$ cat config.mk
export PLATFORM = sky130hd
export DESIGN_NAME = mod_ctrl
export DESIGN_NICKNAME = d
export VERILOG_FILES = /design/src/rtl/mod_ctrl.sv
export SDC_FILE = /design/constraint.sdc
export NUM_CORES = 1
export LEC_CHECK = 0
export CAP_MARGIN = 0
export CORE_MARGIN = 2
export CORE_UTILIZATION = 30
export DETAILED_ROUTE_END_ITERATION = 10
export PLACE_DENSITY_LB_ADDON = 0.25
export SYNTH_ARGS = -nofsm -noshare
export SYNTH_HDL_FRONTEND = slang
export SYNTH_SLANG_ARGS = --single-unit
export TNS_END_PERCENT = 100
$ cat constraint.sdc
create_clock -name clk -period 5.4 [get_ports clk]
set_input_delay 0.81 -clock clk [delete_from_list [all_inputs] [get_ports clk]]
set_output_delay 0.81 -clock clk [all_outputs]
set_load 0.02 [all_outputs]
$ cat src/rtl/mod_ctrl.sv
// Controller side of the password handshake with mod_pass: menu, set/verify
// requests with ack timeout, unlocked playback with idle relock, and lockout.
module mod_ctrl #(
    parameter int unsigned ACK_CYC  = 1000,
    parameter int unsigned IDLE_CYC = 50000,
    parameter int unsigned CW       = 16
) (
    input  logic       clk,
    input  logic       rst,
    input  logic [4:1] key,
    input  logic [1:0] flag_pass,
    input  logic       keys_ena,
    input  logic       buzz_ena,
    output logic [2:1] f_pass,
    output logic       play_ena,
    output logic       pass_set,
    output logic [2:0] state,
    output logic       err,
    output logic       lock_led
);

    localparam int unsigned SW = 3;

    typedef enum logic [SW-1:0] {
        S_MENU    = 3'd0,
        S_SET_REQ = 3'd1,
        S_SET_RUN = 3'd2,
        S_VER_REQ = 3'd3,
        S_VER_RUN = 3'd4,
        S_OPEN    = 3'd5,
        S_LOCK    = 3'd6
    } state_t;

    state_t        state_q, state_d;
    logic [4:1]    key_q;
    logic [4:1]    kr;
    logic [CW-1:0] cnt_q, cnt_d;
    logic          cnt_clr;
    logic          pass_set_d;
    logic          err_d;
    logic [2:1]    f_pass_d;
    logic          ack_to;
    logic          idle_to;

    assign kr      = key & ~key_q;
    assign ack_to  = (cnt_q == CW'(ACK_CYC - 1));
    assign idle_to = (cnt_q == CW'(IDLE_CYC - 1));
    assign state   = state_q;

    // Next-state, counter and output decode
    always_comb begin
        state_d    = state_q;
        cnt_clr    = 1'b0;
        pass_set_d = pass_set;
        err_d      = 1'b0;
        f_pass_d   = 2'b00;
        cnt_d      = cnt_q;

        case (state_q)
            S_MENU: begin
                if (kr[4]) begin
                    state_d = S_MENU;
                end else if (kr[1]) begin
                    state_d = S_SET_REQ;
                end else if (kr[2] && pass_set) begin
                    state_d = S_VER_REQ;
                end
            end
            S_SET_REQ: begin
                if (flag_pass == 2'b01) begin
                    state_d = S_SET_RUN;
                end else if (kr[4]) begin
                    state_d = S_MENU;
                end else if (ack_to) begin
                    state_d = S_MENU;
                    err_d   = 1'b1;
                end
            end
            S_SET_RUN: begin
                if (flag_pass == 2'b00) begin
                    state_d    = S_MENU;
                    pass_set_d = 1'b1;
                end else if (kr[4]) begin
                    state_d = S_MENU;
                end
            end
            S_VER_REQ: begin
                if (flag_pass == 2'b10) begin
                    state_d = S_VER_RUN;
                end else if (kr[4]) begin
                    state_d = S_MENU;
                end else if (ack_to) begin
                    state_d = S_MENU;
                    err_d   = 1'b1;
                end
            end
            S_VER_RUN: begin
                // Lockout report from mod_pass beats a user abort
                if (!keys_ena) begin
                    state_d = S_LOCK;
                end else if (flag_pass == 2'b00) begin
                    state_d = S_OPEN;
                end else if (kr[4]) begin
                    state_d = S_MENU;
                end
            end
            S_OPEN: begin
                if (kr[4]) begin
                    state_d = S_MENU;
                end else if (|kr[3:1]) begin
                    cnt_clr = 1'b1;
                end else if (idle_to) begin
                    state_d = S_MENU;
                end
            end
            S_LOCK: begin
                if (kr[4]) begin
                    state_d = S_MENU;
                end
            end
            default: state_d = S_MENU;
        endcase

        // Shared timeout counter: restarts on any state change, saturates
        if ((state_d != state_q) || cnt_clr) begin
            cnt_d = '0;
        end else if (((state_q == S_SET_REQ) || (state_q == S_VER_REQ) ||
                      (state_q == S_OPEN)) && (cnt_q != {CW{1'b1}})) begin
            cnt_d = cnt_q + CW'(1);
        end

        case (state_d)
            S_SET_REQ, S_SET_RUN: f_pass_d = 2'b01;
            S_VER_REQ, S_VER_RUN: f_pass_d = 2'b10;
            default:              f_pass_d = 2'b00;
        endcase
    end

    // State and registered outputs
    always_ff @(posedge clk) begin
        if (rst) begin
            state_q  <= S_MENU;
            key_q    <= '0;
            cnt_q    <= '0;
            f_pass   <= 2'b00;
            play_ena <= 1'b0;
            pass_set <= 1'b0;
            err      <= 1'b0;
            lock_led <= 1'b0;
        end else begin
            state_q  <= state_d;
            key_q    <= key;
            cnt_q    <= cnt_d;
            f_pass   <= f_pass_d;
            play_ena <= (state_d == S_OPEN);
            pass_set <= pass_set_d;
            err      <= err_d;
            lock_led <= (state_d == S_LOCK) && buzz_ena;
        end
    end

endmodule

==> summary.md, run 1 <==
| Metric | Value |
|---|---|
| Status | `finished, final reports clean` |
| Clk_skew | `4.65 ps` |
| Hpwl dp | `2530 um` |
| First-pass GRT wire length | `6440 um` |
| Layout cells sized above 1 | `9.36%` |
| Final std cell area, no fill | `a little under 2000 sq um` |
| Initial DRC count | `between 90 and 100` |
| Vias | `1,401` |
| Post-cts sizing count | `0` |
| Least-Margin Pin Slew | `728 ps` |
| VDD IR max | `0.0892 mV` |
| Buffers on Ports | `18` |
| Nature of the critical path endpoint | `flip-flop` |
| Die footprint | `5890 sq um` |
| Max Cap Viol | `0` |
| Req. time, crit path | `5590 ps` |
| Startpoint Class | `input pin` |
| Initial antenna violation count | `0` |
| Final Net Count | `213` |
| Relative slew slack | `51.2%` |
| Vias in the first global route | `about 1,400` |
| P_leak | `~0.65 nW` |
| N_diodes | `0` |
| Top FF cell, synth | `dfxtp_1` |
| Root buffer cell | `clkbuf_8` |
| Pre-CTS setup slack | `2360 ps` |
| Worst min path class | `reg -> reg` |
| H-tree levels | `2` |
| Period utilization | `51.1%` |
| Post-synth EDFFs | `0` |
| Most frequent cells in the layout | `dfxtp_1, nor3_1, clkdlybuf4s50_1` |
| Power Total | `0.464 mW` |
| Layout Cells excl Fill | `273` |
| Core box area | `roughly 5100 sq um` |
| Post-route setup TNS | `0 ps` |
| PD cells | `241 nW/um^2` |
| Worst Path Max Fanout | `16` |
| Total wire length | `between 3000 and 4000 um` |
| RSZ-0062 raised after global routing | `no` |
| Routability congestion estimate | `0.867` |
| Largest net degree at the start of global routing | `17` |
| DP Area | `1830 sq um` |
| Clk sinks | `29` |
| Worst setup margin | `2640 ps` |
| DRC viols | `0` |
| Minimum clock period | `2760 ps` |
| Grt ovf | `0` |
| Starting density of the core | `31.1%` |
| Drt pass-1 iters | `4` |
| Cts hold-fix bufs | `0` |
| Core Rows | `26` |
| Fmax | `~0.36 GHz` |
| Final hold vios | `0` |
| Syn Nets | `194` |
| Reg2Reg Setup Slack | `2960 ps` |
| Reg clk slew, reported paths | `60 ps` |
| Clk Latency, worst-skew pair | `280 ps` |
| GRT Total Usage | `between 10% and 20%` |
| YS warnings | `0` |
| Die height | `76.8 um` |
| Distinct cells, synth | `56` |
| Max-slew violations | `0` |
| Async SR Flop Fraction | `0%` |
| Worst path arrival time | `2950 ps` |
| Mapped Cells | `between 150 and 200` |
| Final setup viols | `0` |
| Wire per inst | `~13 um` |
| Post-CTS setup buffer count | `0` |
| # IOs | `19` |
| Setup CP Type | `in -> reg` |
| Inserted Clock Buffers | `5` |
| Synthesized flop and latch total | `29` |
| P&R area growth vs syn | `21.4%` |
| Synthesized area per cell | `just under 9 sq um` |
| Post-Synthesis Cell Area | `1590 sq um` |
| Post-synthesis sequential area ratio | `36.6%` |
| Commonest non-fill, non-tap cell in the layout | `dfxtp_1` |
| Width of the die | `76.8 um` |
| Filler Cells Inserted | `542` |
| Antenna-violating nets left | `0` |
| Vias per cell | `roughly 5.1` |
| DP Cell Count | `265` |
| CTS tree | `built` |
| CTS Buffer Depth | `2` |
[per-stage QoR]
stage / hold WS [ps] / utilization (%)
3_5_place_dp: 501 / 35.7
3_3_place_gp: 495 / 35.7
5_1_grt: 569 / 37.7
4_1_cts: 513 / 37.7
2_1_floorplan: 476 / -
6_report: 512 / 37.7
[layout make-up]
cell class / instances / area, sq um / share of cell area (%)
timing repair buffer: 18 / 180 / 9.35
clock inverter: 1 / 5.00 / 0.260
sequential: 29 / 581 / 30.1
inverter: 6 / 22.5 / 1.17
multi-input combinational: 142 / 955 / 49.5
clock buffer: 7 / 96.3 / 5.00
tap: 70 / 87.6 / 4.55
[power breakdown]
group | switching (mW) | internal [mW] | total [mW]
registers | 0.00361 | 0.218 | 0.221
clock network | 0.0816 | 0.115 | 0.197
logic | 0.0255 | 0.0202 | 0.0457
total | 0.111 | 0.353 | 0.464
[synthesized netlist by cell type (3+ instances only)]
library cell | instances | share of area, %
xnor2_1 | 6 | 3.3
a31oi_1 | 3 | 1.2
xor2_1 | 5 | 2.8
and4_1 | 3 | 1.7
o21ai_0 | 8 | 2.5
nor3_1 | 19 | 6.0
inv_1 | 6 | 1.4
nor4_1 | 3 | 1.2
nand2_1 | 10 | 2.4
nand3_1 | 5 | 1.6
nor2b_1 | 7 | 2.8
o211ai_1 | 5 | 2.4
and3_1 | 6 | 2.4
a211oi_1 | 3 | 1.4
buf_2 | 3 | 0.95
dfxtp_1 | 29 | 37
nand2b_1 | 5 | 2.0
nor2_1 | 11 | 2.6
[worst paths after layout]
path / from / to / cells past startpoint
worst max-delay path: key[4] / cnt_q[13] / 6
worst min-delay path: pass_set / pass_set / 2
worst max register to register: cnt_q[0] / cnt_q[13] / 6
worst min register to register: pass_set / pass_set / 2
[state kept, by name (all words and copies together), names as in the netlist]
register	cells
lock_led	1
play_ena	1
key_q	4
err	1
state	3
cnt_q	16
pass_set	1
f_pass	2
[critical path, stage by stage]
cell and delay, ps:
clkdlybuf4s50_1 490, nor2b_1 310, a2111oi_0 160, a31o_2 250
a2111o_1 620, a211oi_1 310
[cells by family after synthesis]
family | after synthesis | share of synthesized area (%)
and+or+nand+nor | 88 | 32.5
DFF | 29 | 36.6
adders and majority gates | 1 | 0.788
muxes | 1 | 0.630
AOI/OAI and AO/OA | 41 | 20.1
buffers and inverters | 12 | 3.31
xor gates and xnor gates | 11 | 6.07
[per-layer routing]
layer / share of wire [%] / global-route usage (%) / routed length [um] / up-vias
met5: 0 / 0 / 0 / -
met4: 1.3 / 5.27 / 47 / 0
met3: 5.2 / 4.47 / 188 / 7
met2: 44 / 20.7 / 1580 / 32
met1: 50 / 17.0 / 1780 / 634
li1: - / - / - / 728
No activity file was read; power rests on OpenSTA's default activity.
==> inputs of run 2 (changes only) <==
==> constraint.sdc (replaced) <==
create_clock -name clk -period 2.8 [get_ports clk]
set_input_delay 0.42 -clock clk [delete_from_list [all_inputs] [get_ports clk]]
set_output_delay 0.42 -clock clk [all_outputs]
set_load 0.02 [all_outputs]
==> summary.md, run 2 (synthesis results as in run 1) <==
| Metric | Value |
|---|---|
| Vias per cell | `5.23` |
| Nature of the critical path endpoint | `flip-flop` |
| Worst Path Max Fanout | `16` |
| Startpoint Class | `input pin` |
| Net Sw Frac | `between 20% and 30%` |
| CTS tree | `built` |
| Post-route setup TNS | `0 ps` |
| Post-CTS setup buffer count | `0` |
| Reg clk slew, reported paths | `~60 ps` |
| Final hold vios | `0` |
| Req. time, crit path | `3000 ps` |
| Power Total | `1.04 mW` |
| Pint | `0.815 mW` |
| Least-Margin Pin Slew | `678 ps` |
| Clk Latency, worst-skew pair | `slightly below 300 ps` |
| Starting density of the core | `31.1%` |
| Post-cts sizing count | `0` |
| Fmax | `between 0.4 and 0.5 GHz` |
| Inserted Clock Buffers | `5` |
| Period utilization | `82.1%` |
| Layout Cells excl Fill | `roughly 280` |
| Slowest CP cell | `a2111o_1` |
| Vias in the first global route | `1,410` |
| Most frequent cells in the layout | `dfxtp_1, nor3_1, clkdlybuf4s50_1` |
| Clk_skew | `9.20 ps` |
| Worst path bufs/invs | `1` |
| H-tree levels | `2` |
| Clk sinks | `29` |
| DP Cell Count | `268` |
| Setup CP Type | `in -> reg` |
| Hpwl dp | `roughly 2600 um` |
| DRC viols | `0` |
| Crit-path cells | `clkdlybuf4s50_1, nor2b_1, a2111oi_0, a31o_2, a2111o_1, a211oi_1` |
| Sequential share of power | `41.1%` |
| Worst path max stage delay | `620 ps` |
| Clk network pwr share | `between 50% and 60%` |
| Largest register FFs | `16` |
| Core box area | `5110 sq um` |
| Max-slew violations | `0` |
| Final Net Count | `around 220` |
| First-pass GRT wire length | `6530 um` |
| Commonest non-fill, non-tap cell in the layout | `dfxtp_1` |
| Worst path arrival time | `2500 ps` |
| Antenna-violating nets left | `0` |
| Initial antenna violation count | `0` |
| Buffers on Ports | `18` |
| RSZ-0062 raised after global routing | `no` |
| Filler Cells Inserted | `roughly 530` |
| P_leak | `0.681 nW` |
| Routability congestion estimate | `0.830` |
| Worst setup margin | `501 ps` |
| Total wire length | `3590 um` |
| Minimum clock period | `around 2300 ps` |
| GRT Total Usage | `13.7%` |
| Drt pass-1 iters | `4` |
| P&R area growth vs syn | `24.8%` |
| Die footprint | `5890 sq um` |
| P_sw | `0.223 mW` |
| Biggest register | `cnt_q` |
| Layout cells sized above 1 | `10.7%` |
| Final setup viols | `0` |
| Root buffer cell | `clkbuf_8` |
| Core Rows | `26` |
| Status | `finished, final reports clean` |
| Initial DRC count | `91` |
| PD cells | `between 500 and 600 nW/um^2` |
| CTS Buffer Depth | `2` |
| Die height | `roughly 77 um` |
| # IOs | `19` |
| Combinational Power Share | `8.8%` |
| Width of the die | `76.8 um` |
| Worst min path class | `reg -> reg` |
| Pre-CTS setup slack | `216 ps` |
| Grt ovf | `0` |
| Largest net degree at the start of global routing | `17` |
| Max Cap Viol | `0` |
| Wire per inst | `13.0 um` |
| Delay-heaviest family, CP | `compound AO/OA/AOI/OAI gates` |
| VDD IR max | `0.277 mV` |
| Cts hold-fix bufs | `0` |
| Vias | `about 1,400` |
| Relative slew slack | `54.5%` |
| N_diodes | `0` |
-- run 2: area by class of cell --
cell class / count / area, sq um / area share [%]
inverters: 6 / 22.5 / 1.14
repair buffers: 21 / 203 / 10.2
flip-flops and latches: 29 / 581 / 29.3
well taps: 70 / 87.6 / 4.42
clock inverters: 3 / 65.1 / 3.28
clock buffers: 5 / 68.8 / 3.47
multi-input cells: 142 / 955 / 48.2
-- run 2: layer usage --
layer  vias up  track usage [%]  share of wire (%)
met4         0             5.45                1.7
met2        25             21.5                 45
met5         -                0                  0
li1        733                -                  -
met1       677             17.7                 49
met3         8             3.76                4.2
-- run 2: path summary, 6_finish.rpt --
| check | startpoint | to | slack [ps] | cells after the start |
|---|---|---|---|---|
| max | key[4] | cnt_q[13] | 500 | 6 |
| min | pass_set | pass_set | 510 | 2 |
| max reg2reg | state[2] | cnt_q[0] | 550 | 5 |
| min reg2reg | pass_set | pass_set | 510 | 2 |
-- run 2: metrics by stage --
step	util, %	hold slack, ps	instance area, sq um
6_report	38.8	507	1980
5_1_grt	38.8	567	1980
4_1_cts	38.8	510	1980
3_5_place_dp	36.2	493	1850
3_3_place_gp	36.2	495	1850
2_1_floorplan	-	476	1590
-- run 2: power groups by stage --
stage	Sequential (mW)	Combinational (mW)	Clock, mW
after detailed placement	0.436	0.0912	0
after global routing	0.428	0.102	0.551
after global placement	0.436	0.0919	0
final	0.427	0.0912	0.520
after CTS	0.427	0.0917	0.534
after floorplan	0.436	0.0555	0
-- run 2: worst min-delay path, cell delays in order (launching register included) --
cell	delay (ps)
dfxtp_1	350
a31oi_1	50
nor2_1	70
==> RTL edit, RTL diff (config.mk and constraints of run 2) <==
Reset style: asynchronous (`rst`), changed in one clocked block.
--- a/src/rtl/mod_ctrl.sv
+++ b/src/rtl/mod_ctrl.sv
@@ -137,7 +137,7 @@
     end
 
     // State and registered outputs
-    always_ff @(posedge clk) begin
+    always_ff @(posedge clk or posedge rst) begin
         if (rst) begin
             state_q  <= S_MENU;
             key_q    <= '0;
Check against the original RTL: differs if rst is asserted again (counterexample within 4 cycles, from zero or initial values and one cycle with rst high); with rst held inactive, the same outputs for 10 cycles.
==> RTL edit against run 2 <==
Sequential cell count did not move; synthesized area rose by 5.4%; die area rose by 5.1%; setup slack improved by 0.012 ns; global-route usage fell by 0.22 points; first-iteration DRC count rose by 27%; final area rose by 1.9%; clock skew fell by 0.0046 ns; wire length rose by 3.1%; largest cell class unchanged.
Power is not compared: it rests on default switching activity, and its combinational part moved more than twofold at a synthesized area within 25%.
==> RTL edit: results (changes against run 2) <==
Status
  • Outcome: completed (unchanged)

Routing
  • Drt initial violations: 116 (was 91)
  • Routed len/inst: 13.4 um (was 13.0 um)

Final layout
  • Layout cells sized above 1: 0.0985 (was 0.107)
  • Final #Nets: 213 (was 216)
  • Fillers: 557 (was 532)

Global routing
  • GRT met1 Usage: 0.178 (was 0.177)
  • Met2 Track Usage GR: 0.218 (was 0.215)
  • GRT Resource Usage Total: 0.135 (was 0.137)
  • Met3 Use GR: 0.0379 (was 0.0376)
  • Largest net degree at the start of global routing: 30 (was 17)
  • Number of global-route vias before repair: 1399 (was 1410)

Setup path
  • Worst EP arrival: 2.45 ns (was 2.50 ns)
  • Reg2reg setup slack: 0.51 ns (was 0.55 ns)
  • Critical path's top delay family: simple AND/OR/NAND/NOR gates (was compound AO/OA/AOI/OAI gates)
  • CP max-delay cell: or4_4 (was a2111o_1)
  • CP peak stage delay: 0.58 ns (was 0.62 ns)
  • Reg2reg path depth: 7 (was 5)
  • CP Launch Type: flop (was primary input)
  • R2R Path End: cnt_q[0] (unchanged)

Synth
  • Ys async rst share: 1.00 (was 0)
  • Synthesized net count: 190 (was 194)
  • Ranking of synthesized cells by area: dfrtp_1 43%, xnor2_1 5.8%, nor2_1 5.6% (was dfxtp_1 37%, nor3_1 6.0%, xnor2_1 3.3%)
  • Register area share after synthesis: 0.434 (was 0.366)
  • Yosys cell types: 47 (was 56)
  • Synth cell count leaders: 29 x dfrtp_1, 25 x nor2_1, 12 x nand3_1, 11 x xnor2_1 (was 29 x dfxtp_1, 19 x nor3_1, 11 x nor2_1, 10 x nand2_1, 8 x o21ai_0)

Timing
  • Layout Skew: 0.00461 ns (was 0.00920 ns)
  • Worst slew pin tran: 0.641 ns (was 0.678 ns)

Place
  • DP HPWL: 2590 um (about the same)
  • GP Congestion: 0.846 (was 0.830)
## RTL edit: changes by cell type after synthesis, moves of 5 or more
cell	run 2	this run
nor3_1	19	2
dfxtp_1	29	0
nor2_1	11	25
xnor2_1	6	11
o211ai_1	5	0
dfrtp_1	0	29
nand3_1	5	12
## RTL edit: final cells by class
cell class              instances  area share
well taps                      72      0.0446
clock inverters                 3     0.00867
repair buffers                 20      0.0967
inverters                       9      0.0167
multi-input cells             137       0.440
clock buffers                   5      0.0341
flip-flops and latches         29       0.359
## RTL edit: per-layer routing
| layer | up-vias | wire (um) |
|---|---|---|
| met2 | 25 | 1720 |
| met3 | 6 | 145 |
| met5 | - | 0 |
| met1 | 692 | 1790 |
| li1 | 685 | - |
| met4 | 0 | 44 |
## RTL edit: cells by family after synthesis
family | share of synthesized area
and+or+nand+nor | 0.286
buffers and inverters | 0.0351
DFF | 0.434
xor gates and xnor gates | 0.0890
muxes | 0.00598
AOI/OAI and AO/OA | 0.143
adders and majority gates | 0.00748
## RTL edit: worst min-delay path by stage
stage | slack [ns] | startpoint | to | cells after the start
floorplan | 0.45 | key[1] | key_q[1] | 0
global placement | 0.50 | pass_set | pass_set | 1
detailed placement | 0.50 | pass_set | pass_set | 1
CTS | 0.52 | pass_set | pass_set | 1
global route | 0.55 | pass_set | pass_set | 1
finish | 0.51 | pass_set | pass_set | 1
## RTL edit: through the flow
stage,power [uW],setup slack (ns),hold WS (ns),cell area [um2],std cells
4_1_cts,1690,0.511,0.519,2020,275
6_report,1660,0.513,0.513,2020,275
3_5_place_dp,1340,0.444,0.503,1930,267
2_1_floorplan,1120,0.742,0.451,1670,179
5_1_grt,1800,0.350,0.549,2020,275
3_3_place_gp,1340,0.492,0.504,1930,267
## RTL edit: power by group
group,switching (uW),internal (uW)
Clock,167,171
Sequential,112,479
Combinational,414,318
